## config.mk

```make
export PLATFORM = sky130hd
export DESIGN_NAME = nx_fifo_ctrl_mc
export DESIGN_NICKNAME = d
export VERILOG_FILES = /design/src/rtl/nx_fifo_pkg.sv /design/src/rtl/nx_fifo_ctrl_ch.sv /design/src/rtl/nx_fifo_ctrl_mc.sv
export SDC_FILE = /design/constraint.sdc
export NUM_CORES = 1
export LEC_CHECK = 0
export BUFFER_PORTS_ARGS = -buffer_cell sky130_fd_sc_hd__buf_4
export CAP_MARGIN = 10
export CELL_PAD_IN_SITES_DETAIL_PLACEMENT = 1
export CELL_PAD_IN_SITES_GLOBAL_PLACEMENT = 1
export CORE_MARGIN = 2
export CORE_UTILIZATION = 40
export DETAILED_ROUTE_END_ITERATION = 10
export GPL_TIMING_DRIVEN = 1
export PLACE_DENSITY_LB_ADDON = 0.12
export SETUP_SLACK_MARGIN = 0.2
export SYNTH_ARGS = -nofsm -noshare
export SYNTH_HDL_FRONTEND = slang
export SYNTH_HIERARCHICAL = 1
export SYNTH_SLANG_ARGS = --single-unit
export TNS_END_PERCENT = 1
```

## constraint.sdc

```tcl
create_clock -name clk -period 2.7 [get_ports clk]
set_clock_uncertainty 0.15 [all_clocks]
set_input_delay 0.54 -clock clk [delete_from_list [all_inputs] [get_ports clk]]
set_output_delay 0.54 -clock clk [all_outputs]
set_load 0.02 [all_outputs]
```

## src/rtl/nx_fifo_pkg.sv

```systemverilog
// rtl/nx_fifo_pkg.sv - shared widths and per-channel flag state for the multi-channel FIFO controller
package nx_fifo_pkg;

  function automatic int uw_f(input int depth);
    return $clog2(depth + 1);
  endfunction

  function automatic int pw_f(input int depth);
    return (depth > 1) ? $clog2(depth) : 1;
  endfunction

  function automatic int aw_f(input int channels, input int depth);
    return ((channels * depth) > 1) ? $clog2(channels * depth) : 1;
  endfunction

  typedef struct packed {
    logic empty;
    logic full;
    logic aempty;
    logic afull;
  } ch_flags_t;

endpackage

```

## src/rtl/nx_fifo_ctrl_ch.sv

```systemverilog
// rtl/nx_fifo_ctrl_ch.sv - one channel's pointers, occupancy, watermark flags and sticky errors
module nx_fifo_ctrl_ch
  import nx_fifo_pkg::*;
#(
  parameter int DEPTH            = 6,
  parameter int AFULL_LEVEL      = DEPTH - 1,
  parameter int AEMPTY_LEVEL     = 1,
  parameter int OVERFLOW_ASSERT  = 1,
  parameter int UNDERFLOW_ASSERT = 1,
  localparam int UW = uw_f(DEPTH),
  localparam int PW = pw_f(DEPTH)
) (
  input  logic          clk,
  input  logic          rst_n,
  input  logic          i_wen,
  input  logic          i_ren,
  input  logic          i_clear,
  input  logic          i_err_clr,
  output logic          o_empty,
  output logic          o_full,
  output logic          o_aempty,
  output logic          o_afull,
  output logic [UW-1:0] o_used,
  output logic [UW-1:0] o_free,
  output logic [PW-1:0] o_rptr,
  output logic [PW-1:0] o_wptr,
  output logic          o_ovf,
  output logic          o_udf,
  output logic          o_ovf_sticky,
  output logic          o_udf_sticky
);

  ch_flags_t     r_flags;
  logic [UW-1:0] r_used;
  logic [UW-1:0] r_free;
  logic [PW-1:0] r_rptr;
  logic [PW-1:0] r_wptr;
  logic          r_ovf_sticky;
  logic          r_udf_sticky;

  logic          w_push;
  logic          w_pop;
  logic          w_ovf;
  logic          w_udf;
  logic [UW-1:0] w_used_nxt;
  logic [PW-1:0] w_rptr_inc;
  logic [PW-1:0] w_wptr_inc;

  // Requests are judged only against registered flags, so a same-cycle pop never frees room for a push.
  assign w_push = i_wen && !r_flags.full;
  assign w_pop  = i_ren && !r_flags.empty;
  assign w_ovf  = i_wen && r_flags.full;
  assign w_udf  = i_ren && r_flags.empty;

  assign w_rptr_inc = (r_rptr == PW'(DEPTH - 1)) ? '0 : r_rptr + PW'(1);
  assign w_wptr_inc = (r_wptr == PW'(DEPTH - 1)) ? '0 : r_wptr + PW'(1);

  always_comb begin
    w_used_nxt = r_used;
    if (i_clear)
      w_used_nxt = '0;
    else if (w_push && !w_pop)
      w_used_nxt = r_used + UW'(1);
    else if (w_pop && !w_push)
      w_used_nxt = r_used - UW'(1);
  end

  always_ff @(posedge clk or negedge rst_n) begin
    if (!rst_n) begin
      r_used         <= '0;
      r_free         <= UW'(DEPTH);
      r_rptr         <= '0;
      r_wptr         <= '0;
      r_flags.empty  <= 1'b1;
      r_flags.full   <= 1'b0;
      r_flags.aempty <= 1'b1;
      r_flags.afull  <= (AFULL_LEVEL == 0);
      r_ovf_sticky   <= 1'b0;
      r_udf_sticky   <= 1'b0;
    end else begin
      r_used <= w_used_nxt;
      r_free <= UW'(DEPTH) - w_used_nxt;
      if (i_clear) begin
        r_rptr <= '0;
        r_wptr <= '0;
      end else begin
        if (w_pop)
          r_rptr <= w_rptr_inc;
        if (w_push)
          r_wptr <= w_wptr_inc;
      end
      // Watermarks track the next count so they line up with o_used.
      r_flags.empty  <= (w_used_nxt == '0);
      r_flags.full   <= (w_used_nxt == UW'(DEPTH));
      r_flags.aempty <= (w_used_nxt <= UW'(AEMPTY_LEVEL));
      r_flags.afull  <= (w_used_nxt >= UW'(AFULL_LEVEL));
      if (w_ovf)
        r_ovf_sticky <= 1'b1;
      else if (i_err_clr || i_clear)
        r_ovf_sticky <= 1'b0;
      if (w_udf)
        r_udf_sticky <= 1'b1;
      else if (i_err_clr || i_clear)
        r_udf_sticky <= 1'b0;
    end
  end

  always @(posedge clk) begin
    if (OVERFLOW_ASSERT != 0 && rst_n)
      assert (!w_ovf) else $error("nx_fifo_ctrl_ch: push into full channel");
    if (UNDERFLOW_ASSERT != 0 && rst_n)
      assert (!w_udf) else $error("nx_fifo_ctrl_ch: pop from empty channel");
  end

  assign o_empty      = r_flags.empty;
  assign o_full       = r_flags.full;
  assign o_aempty     = r_flags.aempty;
  assign o_afull      = r_flags.afull;
  assign o_used       = r_used;
  assign o_free       = r_free;
  assign o_rptr       = r_rptr;
  assign o_wptr       = r_wptr;
  assign o_ovf        = w_ovf;
  assign o_udf        = w_udf;
  assign o_ovf_sticky = r_ovf_sticky;
  assign o_udf_sticky = r_udf_sticky;

endmodule

```

## src/rtl/nx_fifo_ctrl_mc.sv

```systemverilog
// rtl/nx_fifo_ctrl_mc.sv - multi-channel FIFO controller carving independent queues out of one shared RAM
module nx_fifo_ctrl_mc
  import nx_fifo_pkg::*;
#(
  parameter int CHANNELS         = 4,
  parameter int DEPTH            = 6,
  parameter int AFULL_LEVEL      = DEPTH - 1,
  parameter int AEMPTY_LEVEL     = 1,
  parameter int OVERFLOW_ASSERT  = 1,
  parameter int UNDERFLOW_ASSERT = 1,
  localparam int UW = uw_f(DEPTH),
  localparam int PW = pw_f(DEPTH),
  localparam int AW = aw_f(CHANNELS, DEPTH)
) (
  input  logic                   clk,
  input  logic                   rst_n,
  input  logic [CHANNELS-1:0]    wen,
  input  logic [CHANNELS-1:0]    ren,
  input  logic [CHANNELS-1:0]    clear,
  input  logic [CHANNELS-1:0]    err_clr,
  output logic [CHANNELS-1:0]    empty,
  output logic [CHANNELS-1:0]    full,
  output logic [CHANNELS-1:0]    almost_empty,
  output logic [CHANNELS-1:0]    almost_full,
  output logic [CHANNELS*UW-1:0] used_slots,
  output logic [CHANNELS*UW-1:0] free_slots,
  output logic [CHANNELS*AW-1:0] raddr,
  output logic [CHANNELS*AW-1:0] waddr,
  output logic [CHANNELS-1:0]    overflow,
  output logic [CHANNELS-1:0]    underflow,
  output logic [CHANNELS-1:0]    ovf_sticky,
  output logic [CHANNELS-1:0]    udf_sticky
);

  for (genvar c = 0; c < CHANNELS; c++) begin : g_ch
    localparam logic [AW-1:0] BASE = AW'(c * DEPTH);

    logic [PW-1:0] w_rptr;
    logic [PW-1:0] w_wptr;

    nx_fifo_ctrl_ch #(
      .DEPTH            (DEPTH),
      .AFULL_LEVEL      (AFULL_LEVEL),
      .AEMPTY_LEVEL     (AEMPTY_LEVEL),
      .OVERFLOW_ASSERT  (OVERFLOW_ASSERT),
      .UNDERFLOW_ASSERT (UNDERFLOW_ASSERT)
    ) u_ch (
      .clk          (clk),
      .rst_n        (rst_n),
      .i_wen        (wen[c]),
      .i_ren        (ren[c]),
      .i_clear      (clear[c]),
      .i_err_clr    (err_clr[c]),
      .o_empty      (empty[c]),
      .o_full       (full[c]),
      .o_aempty     (almost_empty[c]),
      .o_afull      (almost_full[c]),
      .o_used       (used_slots[c*UW +: UW]),
      .o_free       (free_slots[c*UW +: UW]),
      .o_rptr       (w_rptr),
      .o_wptr       (w_wptr),
      .o_ovf        (overflow[c]),
      .o_udf        (underflow[c]),
      .o_ovf_sticky (ovf_sticky[c]),
      .o_udf_sticky (udf_sticky[c])
    );

    // Each channel owns the contiguous RAM window [c*DEPTH, c*DEPTH+DEPTH-1].
    assign raddr[c*AW +: AW] = BASE + AW'(w_rptr);
    assign waddr[c*AW +: AW] = BASE + AW'(w_wptr);
  end

endmodule

```

# After elaboration in Yosys (flattened, before gate mapping)
# Index checks and enable logic that the tools add are counted.
[op_classes]
n_addsub = 26
magnitude_cmp = 8
n_eq_ne = 12
mux = 48
n_reduce_logical = 64
[op_table]
columns = ["operator", "count"]
rows = [
  ["$mux W3", 36],
  ["$add A3 B1 Y3 const B", 12],
  ["$eq A3 B3 Y1 const B", 12],
  ["$reduce_bool A2 Y1", 16],
  ["$logic_and A1 B1 Y1", 24],
  ["$logic_not A1 Y1", 16],
  ["$ge A3 B3 Y1 const B", 4],
  ["$le A3 B1 Y1 const B", 4],
  ["$logic_not A3 Y1", 4],
  ["$mux W1", 12],
  ["$sub A3 B1 Y3 const B", 4],
  ["$sub A3 B3 Y3 const A", 4],
  ["$add A4 B3 Y5 const A", 2],
  ["$add A5 B3 Y5 const A", 2],
  ["$add A3 B3 Y4 const A", 2],
  ["$logic_or A1 B1 Y1", 4],
]
[totals]
reg_bits = 72
in_bits = 18
out_inout_bits = 96
elab_cells = 198

# Depth between registers and ports, before layout
# Gate-level depths: netlist of the first run.
[logic_depth]
ltp_word = 8
depth_mapped = 9
depth_no_buf = 8

# Hierarchy
# Netlist of the first run, hierarchy kept.
[modules_own_cells]
columns = ["mod", "n_inst", "cells_each", "area_each_um2", "seq_area_each_um2"]
rows = [
  ["nx_fifo_ctrl_ch", 4, 81, 852.1, 430.4],
  ["nx_fifo_ctrl_mc", 1, 28, 177.7, 0.0],
]

# Worst setup path after synthesis of the first run
# No wires, ideal clock.
[synth_timing]
path_type = "input -> register"
from = "input port wen[0]"
to = "register g_ch[0].u_ch.r_flags (netlist bit g_ch[0].u_ch/o_afull)"
setup_time_ns = 0.078
t_arrival_ns = 1.635
slack_ns = 0.837
cell_stages = 8
cell_sequence = "nor2b_1 > xnor2_1 > xnor2_1 > or2_1 > inv_1 > ha_1 > inv_1 > a21boi_1"
[synth_via]
elab_chain_cells = 7
elab_cells_between_ends = 8
classes_between = "order compare (1); mux (3); reduce/logical (4)"
[synth_rtl]
columns = ["element", "line", "rtl"]
rows = [
  ["start: declaration", "nx_fifo_ctrl_mc.sv:17", "input logic [CHANNELS-1:0] wen,"],
  ["$logic_and A1 B1 Y1 *", "nx_fifo_ctrl_ch.sv:50", "assign w_push = i_wen && !r_flags.full;"],
  ["$logic_not A1 Y1", "nx_fifo_ctrl_ch.sv:64", "else if (w_pop && !w_push)"],
  ["$logic_and A1 B1 Y1", "nx_fifo_ctrl_ch.sv:64", ""],
  ["$mux W3", "nx_fifo_ctrl_ch.sv:64", ""],
  ["$mux W3 *", "nx_fifo_ctrl_ch.sv:62", "else if (w_push && !w_pop)"],
  ["$mux W3 *", "nx_fifo_ctrl_ch.sv:60", "if (i_clear)"],
  ["net g_ch[0].u_ch.w_used_nxt[0]", "nx_fifo_ctrl_ch.sv:45", "logic [UW-1:0] w_used_nxt;"],
  ["$ge A3 B3 Y1 *", "nx_fifo_ctrl_ch.sv:96", "r_flags.afull <= (w_used_nxt >= UW'(AFULL_LEVEL));"],
  ["end: declaration", "nx_fifo_ctrl_ch.sv:33", "ch_flags_t r_flags;"],
]
# Mark *: on every way through the listed nets, which the timed path passes. The rest lies on a longest branch.
# A chain may end at the register's enable or synchronous reset.

# Final worst setup path of the first run
[layout_timing]
from = "register g_ch[1].u_ch/o_empty (netlist name)"
to = "register g_ch[1].u_ch.r_flags (netlist bit g_ch[1].u_ch/o_afull)"
[layout_via]
elab_chain_cells = 7
elab_cells_between_ends = 9
classes_between = "order compare (1); mux (3); reduce/logical (5)"
[layout_rtl]
columns = ["element", "line", "rtl"]
rows = [
  ["$logic_not A1 Y1 *", "nx_fifo_ctrl_ch.sv:51", "assign w_pop = i_ren && !r_flags.empty;"],
  ["$logic_and A1 B1 Y1 *", "nx_fifo_ctrl_ch.sv:51", ""],
  ["$logic_and A1 B1 Y1 / $logic_not A1 Y1 (equally long branches)", "nx_fifo_ctrl_ch.sv:64, nx_fifo_ctrl_ch.sv:62", ""],
  ["$mux W3 / $logic_and A1 B1 Y1 (equally long branches)", "nx_fifo_ctrl_ch.sv:64, nx_fifo_ctrl_ch.sv:62", ""],
  ["$mux W3 *", "nx_fifo_ctrl_ch.sv:62", ""],
  ["$mux W3 *", "nx_fifo_ctrl_ch.sv:60", ""],
  ["$ge A3 B3 Y1 *", "nx_fifo_ctrl_ch.sv:96", ""],
  ["end: declaration", "nx_fifo_ctrl_ch.sv:33", ""],
]
# Every way passes the cells marked *; elsewhere a longest branch is shown, timed or not.

==> flow_summary.ini, run 1 <==
[global_route]
grt_pass1_vias = 2770
gr-total-overflow = 0
grt_pass1_wl_um = 13200
grt_antenna_before_repair = 0
grt_usage_pct = 16.8
grt_max_degree = 69

[worst_setup_path]
r2r-end = g_ch[1].u_ch/o_afull$_DFF_PN0_
ff2ff_path_depth = 7
required_ns = 2.79
timing.rr.start = g_ch[1].u_ch/o_empty$_DFF_PN1_
cp-start-kind = register
startpoint = g_ch[1].u_ch/o_empty$_DFF_PN1_
crit_end = g_ch[1].u_ch/o_afull$_DFF_PN0_
path_class = register to register
reg2reg_slack_ns = 0.57
critPathCaptureType = register
arrival_ns = 2.22
cp_max_fo = 7

[clock_network]
cts_tree = done
cts_setup_buffers = 0
htree_levels = 3
cts_inserted_buffers = 9
numClockSinks = 68
cts.clk_slew.worst_paths_ns = 0.07
cts.repair.resized = 0
clk_latency_ns = 0.33
clock_tree.root_cell = clkbuf_8
cts-hold-fix-buffers = 0
ctsLongestPathBuffers = 2

[finish]
layout.nets = 500
diodes = 0
instances_no_fill = 567
postLayoutCellArea_um2 = 4560
area_growth_pct = 27.2
drive_gt1_share_pct = 33.8

[hold_path]
hold_path_class = input port to asynchronous set/reset pin

[floorplanning]
dieArea_um2 = 9740
ioPinCount = 114
die-height_um = 98.7
start_util_pct = 41.1
die_w_um = 98.7
core_area_um2 = 8720
rows = 34

[logic_synthesis]
ys.warnings.count = 6
synthTopCellsByCount = 52 x dfrtp_1, 32 x nor2_1, 28 x ha_1, 28 x inv_1
netlist_area_um2 = 3590
synth-edff-count = 0
yosys.cell_count.top_type = dfrtp_1
yosys.area.top_type = dfrtp_1
yosysSeqAreaShare_pct = 48.0
ys_types = 29
synth_area_leaders = dfrtp_1 36%, dfstp_2 12%, ha_1 9.8%
syn_inst = 352
synth-main-ff-cell = dfrtp_1
synth_top_cell_area_share_pct = 36.3
synthArstFlopShare_pct = 100
avgSynthCellArea_um2 = 10.2
ys_ff_latch = 68

[drt]
vias = 2779
final_antenna_net_count = 0
dr.pass1.iters = 4
wl_per_cell_um = 14.1
viasPerCell = 4.90
drt_iter0_drc = 31
routed_wirelength_um = 7980
post-route-drc-count = 0

[power]
pwr-share-clk_pct = 20.3
p_seq_share_pct = 37.6
switchingPower_mw = 1.47
irDropWorstVdd_mv = 0.431
fin_total_pwr_mw = 3.89
p_int_mw = 2.43
power_frac_comb_pct = 42.2
swShare_pct = 37.7
power_density_nw_per_um2 = 854
leakage_nw = 2.31

[sta]
setup-violations-final = 0
slew_viol_final = 0
hold_ws_ns = 0.141
post-route-period-util_pct = 79.0
fmax_mhz = 469
worst_pin_slew_ns = 0.882
hold_viol = 0
final.setup.tns_ns = 0
rsz0062_at_grt = no
timing.slew.headroom_pct = 41.2
post-route-min-period_ns = 2.13

[placement]
port_buffers = 105
placed_cell_area_um2 = 4380
post-dp-hpwl_um = 6050
placedCellCount = 551
gp_congestion = 0.755

[job]
drv_cap = 0

[outcome]
status = completed
-- critical path, cell delays in order (launching register included) --
cell      delay [ns]
dfstp_2         0.38
nor2b_1         0.45
nand2_1         0.14
a32oi_1         0.40
or2_1           0.20
ha_1            0.15
inv_1           0.03
a21boi_1        0.14
-- cell families after synthesis --
family | share of synthesized area, %
and+or+nand+nor | 20.2
DFF | 48.0
buffers and inverters | 8.37
AOI/OAI and AO/OA | 8.51
adders and majority gates | 9.77
xor gates and xnor gates | 4.88
other | 0.209
-- worst min-delay path by stage --
| stage | from | end | cells past startpoint |
|---|---|---|---|
| finish | rst_n | g_ch[1].u_ch/o_wptr[0]$_DFFE_PN0P_ | 1 |
| global route | rst_n | g_ch[1].u_ch/o_wptr[0]$_DFFE_PN0P_ | 1 |
| CTS | rst_n | g_ch[1].u_ch/o_wptr[0]$_DFFE_PN0P_ | 1 |
| detailed placement | g_ch[2].u_ch/o_ovf_sticky$_DFFE_PN0P_ | g_ch[2].u_ch/o_ovf_sticky$_DFFE_PN0P_ | 1 |
| global placement | g_ch[2].u_ch/o_ovf_sticky$_DFFE_PN0P_ | g_ch[2].u_ch/o_ovf_sticky$_DFFE_PN0P_ | 1 |
| floorplan | rst_n | g_ch[0].u_ch/o_afull$_DFF_PN0_ | 0 |
-- through the flow --
stage / setup slack [ns] / utilization [%]
CTS: 0.587 / 52.3
global route: 0.378 / 52.3
detailed placement: 0.331 / 50.2
floorplan: 0.837 / -
global placement: 0.394 / 50.2
finish: 0.567 / 52.3
-- cells in the final DEF, fill, tap and decap left out, types with 8 or more instances in the layout --
| cell | n |
|---|---|
| ha_1 | 28 |
| nor2_1 | 32 |
| nand2_1 | 16 |
| nor3b_1 | 8 |
| and2_1 | 12 |
| dfrtp_1 | 52 |
| clkbuf_8 | 9 |
| or2_1 | 8 |
| a21o_1 | 12 |
| a21oi_1 | 20 |
| conb_1 | 8 |
| inv_2 | 8 |
| nand2b_1 | 8 |
| nor2b_1 | 12 |
| buf_4 | 107 |
| xnor2_1 | 20 |
| inv_1 | 28 |
| dfstp_2 | 16 |
| nor3_1 | 12 |
-- power by group through the flow --
stage,sequential [mW],combinational [mW],clock [mW]
2_1_floorplan,1.72,0.833,0
3_3_place_gp,1.48,1.62,0
3_5_place_dp,1.48,1.66,0
4_1_cts,1.47,1.67,0.822
5_1_grt,1.50,1.80,0.873
6_report,1.46,1.64,0.789
-- layer usage --
layer  part of all wire (%)  global-route usage, %  routed length, um
met5                      0                      0                  0
met4                    1.4                   5.69                115
met3                    5.6                   3.97                448
met2                     51                   29.1               4070
met1                     42                   20.6               3350
-- state kept, by name, summed over array words and instances, names as in the netlist --
register                cells
g_ch.u_ch/o_rptr           12
g_ch.u_ch/o_free           12
g_ch.u_ch/o_afull           4
g_ch.u_ch/o_udf_sticky      4
g_ch.u_ch/o_empty           4
g_ch.u_ch/o_full            4
g_ch.u_ch/o_ovf_sticky      4
g_ch.u_ch/o_wptr           12
g_ch.u_ch/o_used            8
g_ch.u_ch/o_aempty          4
-- layout make-up --
class / count / area, um^2
Timing Repair Buffer: 107 / 803
Multi-Input combinational cell: 232 / 1590
Sequential cell: 68 / 1720
Tap cell: 108 / 135
Clock inverter: 3 / 40.0
Fill cell: 1039 / 4160
Clock buffer: 13 / 139
Inverter: 36 / 135
Note: power is estimated with default switching activity, not from simulation.
==> run 2: changes to the inputs <==
--- a/config.mk
+++ b/config.mk
@@ -10,7 +10,7 @@
 export CELL_PAD_IN_SITES_DETAIL_PLACEMENT = 1
 export CELL_PAD_IN_SITES_GLOBAL_PLACEMENT = 1
 export CORE_MARGIN = 2
-export CORE_UTILIZATION = 40
+export CORE_UTILIZATION = 35
 export DETAILED_ROUTE_END_ITERATION = 10
 export GPL_TIMING_DRIVEN = 1
 export PLACE_DENSITY_LB_ADDON = 0.12
==> constraint.sdc (replaced) <==
create_clock -name clk -period 1.92 [get_ports clk]
set_clock_uncertainty 0.15 [all_clocks]
set_input_delay 0.384 -clock clk [delete_from_list [all_inputs] [get_ports clk]]
set_output_delay 0.384 -clock clk [all_outputs]
set_load 0.02 [all_outputs]
==> flow_summary.ini, run 2 (synthesis gave the netlist of run 1 again) <==
[outcome]
status = completed

[worst_setup_path]
critPathCaptureType = register
cp_max_fo = 3
path_class = register to register
required_ns = 2.03
cp-start-kind = register
arrival_ns = 1.94

[finish]
fill_cells = 1094
multiInputGateArea_um2 = 2020
layout.nets = 545
utilization_pct = 54.9
mostFrequentLayoutCell = buf_4
seqCellArea_um2 = 1720
instances_no_fill = 637
area_growth_pct = 51.2
diodes = 0
postLayoutCellArea_um2 = 5420
drive_gt1_share_pct = 53.0
final_cell_mix = 145 x buf_4, 50 x dfrtp_1, 30 x nor2_1, 23 x inv_1, 18 x ha_1

[sta]
fmax_mhz = 547
slew_viol_final = 0
post-route-min-period_ns = 1.83
rsz0062_at_grt = yes
hold_viol = 0
hold_ws_ns = 0.177
post-route-period-util_pct = 95.2
setup_ws_ns = 0.0930
setup-violations-final = 0
final.setup.tns_ns = 0

[drt]
wl_per_cell_um = 14.9
routed_wirelength_um = 9470
drt_iter0_drc = 68
post-route-drc-count = 0
dr.pass1.iters = 3
viasPerCell = 4.66
final_antenna_net_count = 0
vias = 2970

[clock_network]
cts_tree = done
cts.clk_slew.worst_paths_ns = 0.07
clock_tree.root_cell = clkbuf_8
ctsLongestPathBuffers = 2
htree_levels = 3
cts_inserted_buffers = 9
numClockSinks = 68
clk_latency_ns = 0.34

[global_route]
gr-total-overflow = 0
grt_pass1_wl_um = 15600
grt_pass1_vias = 3204
grt_usage_pct = 17.4
grt_max_degree = 42
grt_antenna_before_repair = 0

[job]
drv_cap = 0

[floorplanning]
rows = 36
die-height_um = 105
start_util_pct = 36.4
core_area_um2 = 9860
ioPinCount = 114
die_w_um = 105
dieArea_um2 = 11100

[placement]
post-dp-hpwl_um = 6500
placedCellCount = 596
place_worst_setup_slack_ns = -0.115
gp_congestion = 0.742
port_buffers = 105
placed_cell_area_um2 = 4580

[power]
fin_total_pwr_mw = 6.57
power_density_nw_per_um2 = 1210
leakage_nw = 2.68
irDropWorstVdd_mv = 0.627

[hold_path]
hold_path_class = input port to register
## run 2: changes by cell type in the layout (fill, tap and decap cells not counted), moves of 6 or more
cell      before  now
nand2b_1       8    0
nor2b_4        0    8
xnor2_1       20   14
buf_4        107  145
nand2b_4       0    7
ha_1          28   18
xnor2_2        0    6
ha_4           0    8
nor2b_1       12    4
## run 2: per-layer routing
layer	up-vias	global-route usage (%)	part of all wire, %
met2	68	31.9	54
met4	0	5.52	1.3
li1	1419	-	-
met5	-	0	0
met1	1472	20.3	40
met3	11	3.53	4.8
## run 2: layout make-up
type,count,share of cell area (%)
repair buffers,152,21.7
clock buffers,12,2.86
well taps,133,3.07
flip-flops and latches,68,31.8
clock inverters,4,0.877
inverters,36,2.49
multi-input cells,232,37.2
## run 2: repair_timing
item                                    4_1_cts  5_1_grt
pin swaps                                    18       30
hold buffers                                  1        0
hold endpoints to repair                     23        0
resized for setup                            59       32
endpoints found under the setup margin       35       43
setup buffers                                17        7
## run 2: worst paths after layout
path                                                             from                                    end  slack (ns)  depth (start not counted)
worst max-delay path                 g_ch[0].u_ch/o_free[0]$_DFF_PN0_         g_ch[0].u_ch/o_empty$_DFF_PN1_        0.09                          7
worst min-delay path                                         clear[3]     g_ch[3].u_ch/o_rptr[0]$_DFFE_PN0P_        0.18                          2
worst max register to register       g_ch[0].u_ch/o_free[0]$_DFF_PN0_         g_ch[0].u_ch/o_empty$_DFF_PN1_        0.09                          7
worst min register to register  g_ch[3].u_ch/o_ovf_sticky$_DFFE_PN0P_  g_ch[3].u_ch/o_ovf_sticky$_DFFE_PN0P_        0.33                          1
max in group asynchronous                                       rst_n        g_ch[0].u_ch/o_aempty$_DFF_PN1_        0.63                          3
min in group asynchronous                                       rst_n  g_ch[1].u_ch/o_ovf_sticky$_DFFE_PN0P_        0.37                          2
## run 2: where the power goes
part / switching (mW) / internal, mW / total [mW]
Sequential: 0.240 / 1.83 / 2.07
Clock: 0.528 / 0.667 / 1.19
Combinational: 1.69 / 1.61 / 3.30
Total: 2.46 / 4.11 / 6.57
## run 2: critical path, stage by stage (launching register included)
cell     delay [ns]
dfrtp_1        0.42
inv_2          0.12
ha_4           0.22
a21oi_2        0.13
a32oi_2        0.09
or2_1          0.30
ha_1           0.19
nor2b_1        0.13
==> run 3: changes to the inputs <==
--- a/config.mk
+++ b/config.mk
@@ -10,7 +10,8 @@
 export CELL_PAD_IN_SITES_DETAIL_PLACEMENT = 1
 export CELL_PAD_IN_SITES_GLOBAL_PLACEMENT = 1
 export CORE_MARGIN = 2
-export CORE_UTILIZATION = 35
+export CORE_UTILIZATION = 36
+export CTS_BUF_LIST = sky130_fd_sc_hd__clkbuf_2
 export DETAILED_ROUTE_END_ITERATION = 10
 export GPL_TIMING_DRIVEN = 1
 export PLACE_DENSITY_LB_ADDON = 0.12
==> flow_summary.ini, run 3 (synthesis gave the netlist of run 1 again) <==
[outcome]
status = finished with violations
violations = negative setup slack

[sta]
setup-violations-final = 3
fmax_mhz = 514
setup_ws_ns = -0.0252
slew_viol_final = 0
rsz0062_at_grt = yes
hold_viol = 0
post-route-min-period_ns = 1.95
post-route-period-util_pct = 101

[floorplanning]
start_util_pct = 36.9
rows = 36
ioPinCount = 114
die-height_um = 104
die_w_um = 104
dieArea_um2 = 10800
core_area_um2 = 9730

[power]
p_seq_share_pct = 36.0
power_density_nw_per_um2 = 1090
leakage_nw = 2.58
power_frac_comb_pct = 52.8
irDropWorstVdd_mv = 0.526
pwr-share-clk_pct = 11.2
p_int_mw = 3.52
switchingPower_mw = 2.28
swShare_pct = 39.3

[placement]
gp_congestion = 0.758
placedCellCount = 597
port_buffers = 105
place_worst_setup_slack_ns = -0.273
placed_cell_area_um2 = 4580
post-dp-hpwl_um = 6300

[clock_network]
cts_inserted_buffers = 9
cts.clk_slew.worst_paths_ns = 0.18
htree_levels = 3
ctsLongestPathBuffers = 2
clock_tree.root_cell = clkbuf_2
numClockSinks = 68
clk_latency_ns = 0.48
cts_tree = done

[global_route]
grt_antenna_before_repair = 0
grt_pass1_vias = 3105
grt_usage_pct = 17.2
gr-total-overflow = 0
grt_max_degree = 40
grt_pass1_wl_um = 15000

[finish]
fill_cells = 1085
drive_gt1_share_pct = 48.4
instances_no_fill = 629
layout.nets = 539
final_cell_mix = 71 x buf_4, 65 x buf_6, 46 x dfrtp_1, 31 x nor2_1, 21 x ha_1
postLayoutCellArea_um2 = 5300
utilization_pct = 54.5
mostFrequentLayoutCell = buf_4
area_growth_pct = 47.8
diodes = 0

[worst_setup_path]
worstPathCellList = buf_6, and2_4, buf_6
cp_max_fo = 3
required_ns = 1.39
arrival_ns = 1.41
critPathCaptureType = primary output
crit_buf_inv = 2
worst_path_most_repeated_cell = buf_6
critPathTopFamily = flip-flops
path_class = register to primary output
cp-start-kind = register
slowest_delay_ns = 0.59
slowest_stage = dfstp_2

[drt]
post-route-drc-count = 0
drt_iter0_drc = 67
routed_wirelength_um = 8990
dr.pass1.iters = 4
viasPerCell = 4.64
vias = 2916
final_antenna_net_count = 0
wl_per_cell_um = 14.3

[hold_path]
hold_path_class = input port to register

[job]
drv_cap = 0
## run 3: cell types whose count changed in the layout (fill, tap and decap cells not counted), moves of 5 or more
| cell | delta |
|---|---|
| inv_1 | -5 |
| dlygate4sd3_1 | +8 |
| and2_4 | +7 |
| buf_6 | +60 |
| buf_4 | -74 |
| clkbuf_2 | +10 |
| nand2b_1 | +5 |
| and2_1 | -7 |
| nor2b_2 | +5 |
| nor2b_4 | -7 |
| nand2b_4 | -5 |
| clkbuf_8 | -11 |
## run 3: final timing paths
| check | slack (ns) | endpoint | from | cells after the start |
|---|---|---|---|---|
| max | -0.03 | underflow[1] | g_ch[1].u_ch/o_empty$_DFF_PN1_ | 3 |
| min | 0.08 | g_ch[0].u_ch/o_udf_sticky$_DFFE_PN0P_ | ren[0] | 3 |
| max reg2reg | 0.01 | g_ch[1].u_ch/o_free[2]$_DFF_PN1_ | g_ch[1].u_ch/o_empty$_DFF_PN1_ | 7 |
| min reg2reg | 0.35 | g_ch[1].u_ch/o_udf_sticky$_DFFE_PN0P_ | g_ch[1].u_ch/o_udf_sticky$_DFFE_PN0P_ | 1 |
| max in group asynchronous | 0.77 | g_ch[1].u_ch/o_aempty$_DFF_PN1_ | rst_n | 3 |
| min in group asynchronous | 0.23 | g_ch[3].u_ch/o_ovf_sticky$_DFFE_PN0P_ | rst_n | 2 |
## run 3: tightest hold or removal path, stage by stage
cell	delay [ns]
buf_4	0.09
and2_4	0.14
a21o_1	0.07
## run 3: layout make-up
type                            instances  area [um^2]  area share [%]
Clock inverter                          4         18.8           0.354
Sequential cell                        68         1730            32.6
Multi-Input combinational cell        232         1820            34.4
Clock buffer                           10         50.0           0.944
Inverter                               36          138            2.60
Timing Repair Buffer                  146         1380            25.9
Tap cell                              133          166            3.14
## run 3: power by group through the flow
stage          clock [mW]  sequential [mW]  combinational, mW
4_1_cts             0.699             2.07               2.97
5_1_grt             0.770             2.13               3.35
2_1_floorplan           0             2.42               1.17
3_5_place_dp            0             2.06               2.54
6_report            0.652             2.09               3.06
3_3_place_gp            0             2.06               2.48
## run 3: what timing repair did
action                     4_1_cts  5_1_grt
gates cloned                     0        0
hold buffers                     9        0
setup buffers                    9        0
pin swaps                       26       13
resized for setup               86       42
hold endpoints to repair        67        0
setup endpoints to repair       74       97
## run 3: per-layer routing
| layer | track usage (%) | share of wire, % | wire length, um | vias up |
|---|---|---|---|---|
| met3 | 3.40 | 3.8 | 343 | 10 |
| met4 | 5.79 | 1.4 | 128 | 0 |
| met5 | 0 | 0 | 0 | - |
| li1 | - | - | - | 1400 |
| met2 | 30.5 | 52 | 4670 | 68 |
| met1 | 20.9 | 43 | 3850 | 1438 |
## run 3: per-stage QoR
step	hold slack, ns	setup TNS (ns)	power [mW]
floorplan	-0.0616	0	3.59
global placement	0.198	-0.942	4.54
detailed placement	0.201	-1.72	4.60
CTS	0.0247	-0.204	5.74
global route	0.0100	-1.74	6.25
finish	0.0769	-0.0328	5.80
